## config.mk

```make
export PLATFORM = sky130hd
export DESIGN_NAME = key_edge_port_flat
export DESIGN_NICKNAME = d
export VERILOG_FILES = /design/src/rtl/key_edge_port_pkg.sv /design/src/rtl/key_edge_port_if.sv /design/src/rtl/key_edge_port_debounce.sv /design/src/rtl/key_edge_port.sv /design/src/flat_wrapper.sv
export SDC_FILE = /design/constraint.sdc
export NUM_CORES = 1
export LEC_CHECK = 0
export CORE_MARGIN = 10
export CORE_UTILIZATION = 45
export DETAILED_ROUTE_END_ITERATION = 10
export GPL_TIMING_DRIVEN = 0
export PLACE_DENSITY = 0.62
export REMOVE_ABC_BUFFERS = 1
export SYNTH_ARGS = -nofsm -noshare
export SYNTH_HDL_FRONTEND = slang
export SYNTH_SLANG_ARGS = --single-unit
```

## constraint.sdc

```tcl
create_clock -name Clock -period 5 [get_ports Clock]
set_input_delay 1 -clock Clock [delete_from_list [all_inputs] [get_ports Clock]]
set_output_delay 1 -clock Clock [all_outputs]
set_load 0.05 [all_outputs]
```

## src/rtl/key_edge_port_pkg.sv

```systemverilog
// Shared definitions for the pushbutton input port: address decode constants,
// register select encoding and default debounce timing.
package key_edge_port_pkg;

  localparam logic [3:0] KeyBase = 4'h4;

  typedef enum logic {
    RegLevel = 1'b0,
    RegEdge  = 1'b1
  } reg_sel_e;

  localparam logic OffLevel = RegLevel;
  localparam logic OffEdge  = RegEdge;

  // 10 ms at 50 MHz.
  localparam int unsigned DebounceDefault = 500000;
  localparam int unsigned CntWDefault     = 19;

  localparam int unsigned RdataW = 16;

  // Zero-extend an N-bit register view onto the 16-bit DIN bus.
  function automatic logic [RdataW-1:0] pack_rdata(input logic [RdataW-1:0] val,
                                                   input int unsigned width);
    logic [RdataW-1:0] mask;
    mask = (width >= RdataW) ? '1 : ((RdataW'(1) << width) - RdataW'(1));
    return val & mask;
  endfunction

endpackage

```

## src/rtl/key_edge_port_if.sv

```systemverilog
// Processor-side bus for the pushbutton port: select, write strobe, register
// select, clear mask, read data and the pending status.
interface key_edge_port_if #(
  parameter int unsigned N = 3
);

  logic         cs;
  logic         W;
  logic         addr;
  logic [N-1:0] wdata;
  logic [15:0]  rdata;
  logic         pending;

  modport master (
    output cs,
    output W,
    output addr,
    output wdata,
    input  rdata,
    input  pending
  );

  modport slave (
    input  cs,
    input  W,
    input  addr,
    input  wdata,
    output rdata,
    output pending
  );

endinterface

```

## src/rtl/key_edge_port_debounce.sv

```systemverilog
// One pushbutton: two-flop synchronizer, hold-time debounce counter and a
// one-cycle press pulse that follows each accepted 0->1 level change.
module key_edge_port_debounce #(
  parameter int unsigned DEBOUNCE = 500000,
  parameter int unsigned CNT_W    = 19
) (
  input  logic Clock,
  input  logic Reset,
  input  logic raw_n,
  output logic level,
  output logic press
);

  localparam logic [CNT_W-1:0] CntMax = CNT_W'(DEBOUNCE - 1);

  logic             sync1_q, sync2_q;
  logic             level_q, level_d;
  logic             press_q, press_d;
  logic [CNT_W-1:0] cnt_q, cnt_d;

  always_ff @(posedge Clock) begin
    if (Reset) begin
      sync1_q <= 1'b0;
      sync2_q <= 1'b0;
    end else begin
      sync1_q <= ~raw_n;
      sync2_q <= sync1_q;
    end
  end

  // Any return to the current level restarts the hold count, so bounces are absorbed.
  always_comb begin
    cnt_d   = cnt_q;
    level_d = level_q;
    press_d = 1'b0;
    if (sync2_q == level_q) begin
      cnt_d = '0;
    end else if (cnt_q == CntMax) begin
      cnt_d   = '0;
      level_d = sync2_q;
      press_d = sync2_q;
    end else begin
      cnt_d = cnt_q + CNT_W'(1);
    end
  end

  always_ff @(posedge Clock) begin
    if (Reset) begin
      cnt_q   <= '0;
      level_q <= 1'b0;
      press_q <= 1'b0;
    end else begin
      cnt_q   <= cnt_d;
      level_q <= level_d;
      press_q <= press_d;
    end
  end

  assign level = level_q;
  assign press = press_q;

endmodule

```

## src/rtl/key_edge_port.sv

```systemverilog
// Memory-mapped pushbutton port: debounced LEVEL view plus sticky write-1-to-clear
// EDGE press flags, with a combinational read mux for the DIN path.
module key_edge_port
  import key_edge_port_pkg::*;
#(
  parameter int unsigned N        = 3,
  parameter int unsigned DEBOUNCE = DebounceDefault,
  parameter int unsigned CNT_W    = CntWDefault
) (
  input  logic             Clock,
  input  logic             Reset,
  input  logic [N-1:0]     KEY_n,
  key_edge_port_if.slave   bus
);

  logic [N-1:0] level;
  logic [N-1:0] press;
  logic [N-1:0] edge_q, edge_d;
  logic [N-1:0] clr_mask;
  logic         pending_q;

  for (genvar i = 0; i < N; i++) begin : g_key
    key_edge_port_debounce #(
      .DEBOUNCE (DEBOUNCE),
      .CNT_W    (CNT_W)
    ) u_debounce (
      .Clock (Clock),
      .Reset (Reset),
      .raw_n (KEY_n[i]),
      .level (level[i]),
      .press (press[i])
    );
  end

  // Writes to the LEVEL address have no effect.
  always_comb begin
    clr_mask = '0;
    if (bus.cs && bus.W && (bus.addr == OffEdge)) begin
      clr_mask = bus.wdata;
    end
  end

  // Set is applied after clear so a press coinciding with its own clear survives.
  always_comb begin
    edge_d = (edge_q & ~clr_mask) | press;
  end

  always_ff @(posedge Clock) begin
    if (Reset) begin
      edge_q    <= '0;
      pending_q <= 1'b0;
    end else begin
      edge_q    <= edge_d;
      pending_q <= |edge_d;
    end
  end

  always_comb begin
    bus.rdata = '0;
    unique case (reg_sel_e'(bus.addr))
      RegLevel: bus.rdata = pack_rdata(RdataW'(level), N);
      RegEdge:  bus.rdata = pack_rdata(RdataW'(edge_q), N);
      default:  bus.rdata = '0;
    endcase
  end

  assign bus.pending = pending_q;

endmodule

```

## src/flat_wrapper.sv

```systemverilog
// flat-port wrapper written by rule: the top's interface ports become plain ports
module key_edge_port_flat import key_edge_port_pkg::*;
#(
  parameter int unsigned N        = 3,
  parameter int unsigned DEBOUNCE = DebounceDefault,
  parameter int unsigned CNT_W    = CntWDefault
)
  (Clock, Reset, KEY_n, bus_cs, bus_W, bus_addr, bus_wdata, bus_rdata, bus_pending);
  key_edge_port_if #(.N(N)) bus_i ();
  input  logic Clock;
  input  logic Reset;
  input  logic [N-1:0] KEY_n;
  input wire logic [$bits(bus_i.cs)-1:0] bus_cs;
  input wire logic [$bits(bus_i.W)-1:0] bus_W;
  input wire logic [$bits(bus_i.addr)-1:0] bus_addr;
  input wire logic [$bits(bus_i.wdata)-1:0] bus_wdata;
  output wire logic [$bits(bus_i.rdata)-1:0] bus_rdata;
  output wire logic [$bits(bus_i.pending)-1:0] bus_pending;
  assign bus_i.cs = bus_cs;
  assign bus_i.W = bus_W;
  assign bus_i.addr = bus_addr;
  assign bus_i.wdata = bus_wdata;
  assign bus_rdata = bus_i.rdata;
  assign bus_pending = bus_i.pending;
  key_edge_port #(.N(N), .DEBOUNCE(DEBOUNCE), .CNT_W(CNT_W)) u_core (.Clock(Clock), .Reset(Reset), .KEY_n(KEY_n), .bus(bus_i));
endmodule
```

### After elaboration in Yosys (flattened, before gate mapping)

Cells that the tools add are included.

| cells by class | value |
|---|---|
| add/subtract/negate cells | 3 |
| bitwise gates (word level) | 13 |
| equal/unequal tests | 6 |
| reduce and logical (&&, ||, !) cells | 12 |
| muxes and demuxes | 2 |

Operators with widths:

| kind | number |
|---|---|
| $add 19x1->19 const B | 3 |
| $eq 19x19->1 const B | 3 |
| $pmux 16 s2 | 1 |
| $reduce_or 3->1 | 7 |
| $not 1->1 | 10 |
| $reduce_and 2->1 | 3 |
| $and 3x3->3 | 1 |
| $eq 1x1->1 | 3 |
| $mux 3 | 1 |
| $not 3->3 | 1 |
| $or 3x3->3 | 1 |
| $logic_and 1x1->1 | 2 |

| storage, ports and cells | value |
|---|---|
| input port bits | 11 |
| output and inout port bits | 17 |
| flip-flop bits (word level) | 73 |

### Logic depth before layout (Yosys ltp)

Gate-level depths: netlist of the first run.

| depth | value |
|---|---|
| word-level depth | 7 |
| mapped depth | 6 |
| gate-level depth less buffers | 5 |

### By module

From an unflattened synthesis of the first run, not the netlist that was laid out.

| second synthesis, totals | value |
|---|---|
| cell total of the unflattened synthesis | 355 |
| area, all modules | 3367.0 um^2 |

By module, submodules not included:

| module | cells an instance | seq. area each (um^2) | area an instance (um^2) | instances |
|---|---|---|---|---|
| key_edge_port_debounce | 108 | 460.4 | 1031.0 | 3 |
| key_edge_port | 31 | 80.1 | 274.0 | 1 |

### Worst setup path after synthesis of the first run

No wires, ideal clock.

| path | value |
|---|---|
| kind | input port to output port |
| start point | input port bus_addr |
| end point | output port bus_rdata[0] |
| cell stages on the path | 1 |
| data arrival time | 1434 ps |
| setup slack | 2566 ps |
| cells stage by stage | mux2_2 |

| on the way | value |
|---|---|
| cells in the longest elaborated chain, start to end | 2 |

Ends and longest elaborated chain:

| item | line | RTL |
|---|---|---|
| from (decl) | flat_wrapper.sv:15 | `input wire logic [$bits(bus_i.addr)-1:0] bus_addr;` |
| $not 1->1 | key_edge_port.sv:60 | `unique case (reg_sel_e'(bus.addr))` |
| $pmux 16 s2 * | key_edge_port.sv:60 |  |
| to (decl) | flat_wrapper.sv:17 | `output wire logic [$bits(bus_i.rdata)-1:0] bus_rdata;` |

Every way passes the cells marked *; elsewhere a longest branch is shown, timed or not. The select of a mux whose other input is x is not followed.

### Final worst setup path of the first run

| path | value |
|---|---|
| start point | input port bus_addr |
| end point | output port bus_rdata[1] |

The elaborated chain is that of the path after synthesis.

==> reports/results.ini, run 1 <==
[timing]
fin_crit_ns = 3.717
tightest_slew_ns = 1.220
hold_viol = 0
rsz0062_at_grt = false
post-route-period-util_pct = 74.34
setup_viol = 0
fin_setup_tns_ns = 0
maxSlewHeadroom_pct = 18.13
fin_skew_ns = 0.01186
final_max_slew_viol_count = 0
fmax_mhz = 269.0

[finish]
final_layout_size_suffix_gt1_share_pct = 6.667
antenna_cells = 0
area_delta_synth_final_pct = 12.78
final_cells = 486
final_core_util_pct = 53.06
layout.nets = 399

[route]
drc_errors = 0
via_count = 2519
dr.pass1.iters = 5
postRouteAntennaNets = 0
drtIter0Drc = 86
wirelength_mm = 6.183
vias_per_cell = 5.183
wl_per_cell_um = 12.72

[clocking]
ctsHoldBuffers = 0
path_clk_slew_ns = 0.07
cts.repair.resized = 0
postCtsSetupRepairBufs = 0
cts_root_buffer = clkbuf_8
clock_latency_ns = 0.34
cts.htree.levels = 3
cts_max_path_buffers = 2
cts_tree = yes
cts_made_buffers = 9
clock-sinks = 73

[floorplanning]
die-height_um = 105.0
num_io_pins = 28
die-area_sq_um = 11020
dieWidth_um = 105.0
core_sq_um = 6907
start_util_pct = 47.05
rows = 30

[worst_setup_path]
critical_path_required_ns = 4.00
cp_data_arrival_time_ns = 2.72
path_class = in -> out
cp_max_fo = 6
critPathLaunchType = input pin
r2r_cells = 5
crit_path_end_kind = output port

[logic_synthesis]
postSynthCellCount = 366
synth_top_cells_by_area = dfxtp_1 45%, xnor2_1 7.3%, nor2_1 5.9%
yosysMostFrequentCell = dfxtp_1
synth_edf_count = 0
synth_largest_area_cell = dfxtp_1
synth-async-reset-ratio_pct = 0
ys_types = 44
ys_seq_area_share_pct = 44.97
synth.top_cell.area_share_pct = 44.97
yosys_warnings = 0
ys.flop_type = dfxtp_1
ys_ff_latch = 73
avgSynthCellArea_sq_um = 8.878
syn_area_sq_um = 3249
ys_top_cells_by_count = 73 x dfxtp_1, 51 x nor2_1, 27 x xnor2_1, 20 x a21oi_1, 19 x nand3_1

[pwr]
powerDensity_nw_per_um2 = 312.8
peakVddDrop_v = 0.0002155
leakage_nw = 1.140

[place]
place.gp.congestion = 0.7713
portBuffers = 14
place_inst = 470
hpwl_mm = 4.337

[outcome]
outcome = finished, final reports clean

[grt]
grt_max_degree = 22
grt_pass1_wl_mm = 10.65
first_global_vias = 2394
grt_overflow = 0
antenna_found_initial = 0
grtUsageTotal_pct = 11.36

[worst_hold_path]
worstHoldPathCells = 1
hold_path.class = reg -> reg

[run]
cap_violations = 0

-- logic make-up after synthesis --
family,count (synthesis),synth area share (%)
xor+xnor,39,10.51
mux,3,1.040
flops,73,44.97
simple gates,174,29.46
buf+inv,31,5.160
compound gates,42,7.586
other cells,1,0.1154
fa+ha+maj,3,1.155
-- final timing paths --
| path | from | slack, ns | end |
|---|---|---|---|
| worst min register to register | u_core.g_key[1].u_debounce.sync1_q$_SDFF_PP0_ | 0.44 | u_core.g_key[1].u_debounce.sync2_q$_SDFF_PP0_ |
| worst max register to register | u_core.g_key[1].u_debounce.cnt_q[0]$_SDFF_PP0_ | 2.59 | u_core.g_key[1].u_debounce.cnt_q[8]$_SDFF_PP0_ |
| worst min-delay path | u_core.g_key[1].u_debounce.sync1_q$_SDFF_PP0_ | 0.44 | u_core.g_key[1].u_debounce.sync2_q$_SDFF_PP0_ |
| worst max-delay path | bus_addr | 1.28 | bus_rdata[1] |
-- registers in the layout (all words and copies together), names as in the netlist --
register,count
u_core.edge_q,3
u_core.g_key.u_debounce.sync1_q,3
u_core.g_key.u_debounce.sync2_q,3
u_core.g_key.u_debounce.level,3
u_core.g_key.u_debounce.press,3
u_core.bus.pending,1
u_core.g_key.u_debounce.cnt_q,57
-- critical path: stages --
cell             delay, ns
clkdlybuf4s50_1       0.61
mux2_2                0.39
clkdlybuf4s50_1       0.71
-- final cells by class --
class | count | area (sq um)
sequential | 73 | 1461
clock inverter | 5 | 77.57
tap | 96 | 120.1
timing repair buffer | 14 | 140.1
fill | 678 | 3242
clock buffer | 11 | 151.4
inverter | 13 | 48.80
multi-input combinational | 274 | 1665
-- where the power goes --
group          internal (mW)  switching [mW]
Clock                  0.306           0.213
Sequential             0.584         0.00156
Combinational        0.00980          0.0316
Total                  0.900           0.246
-- metrics by stage --
step | cell area [sq um] | total power, mW | setup WS, ns | hold slack, ns
4_1_cts | 3665 | 1.161 | 1.266 | 0.4502
2_1_floorplan | 3176 | 0.6265 | 2.566 | 0.4138
3_5_place_dp | 3436 | 0.6403 | 1.274 | 0.4326
5_1_grt | 3665 | 1.186 | 1.228 | 0.4612
3_3_place_gp | 3436 | 0.6400 | 1.278 | 0.4210
6_report | 3665 | 1.146 | 1.283 | 0.4417
-- routing by layer --
| metal | vias up | wire length, um | global-route usage [%] |
|---|---|---|---|
| met2 | 30 | 2910 | 18.06 |
| met3 | 12 | 214 | 3.194 |
| met5 | - | 0 | 0 |
| li1 | 1315 | - | - |
| met4 | 0 | 146 | 5.784 |
| met1 | 1162 | 2912 | 13.71 |
-- cells in the final DEF (no fill, tap or decap), drive strengths merged, types with 12 or more instances in the layout --
master / Yosys / layout
dfxtp: 73 / 73
nor2: 51 / 51
xnor2: 27 / 27
a21oi: 20 / 20
nand3: 20 / 20
nand4: 18 / 18
nand2: 15 / 15
clkdlybuf4s50: 0 / 14
inv: 13 / 13
conb: 1 / 13
xor2: 12 / 12
No activity file was read; power rests on OpenSTA's default activity.
==> inputs of run 2 (changes only) <==
==> constraint.sdc (replaced) <==
create_clock -name Clock -period 3.9 [get_ports Clock]
set_input_delay 0.78 -clock Clock [delete_from_list [all_inputs] [get_ports Clock]]
set_output_delay 0.78 -clock Clock [all_outputs]
set_load 0.05 [all_outputs]
==> results of run 2 <==
Same layout as run 1 (identical final DEF). Status: finished, final reports clean.
Among the figures that moved: setup slack after placement 1.274 ns -> 0.6141 ns; setup slack after layout 1.283 ns -> 0.6231 ns; register-to-register setup slack 2.59 ns -> 1.49 ns; total power 1.146 mW -> 1.470 mW; worst IR drop on VDD 0.0002155 V -> 0.0002763 V
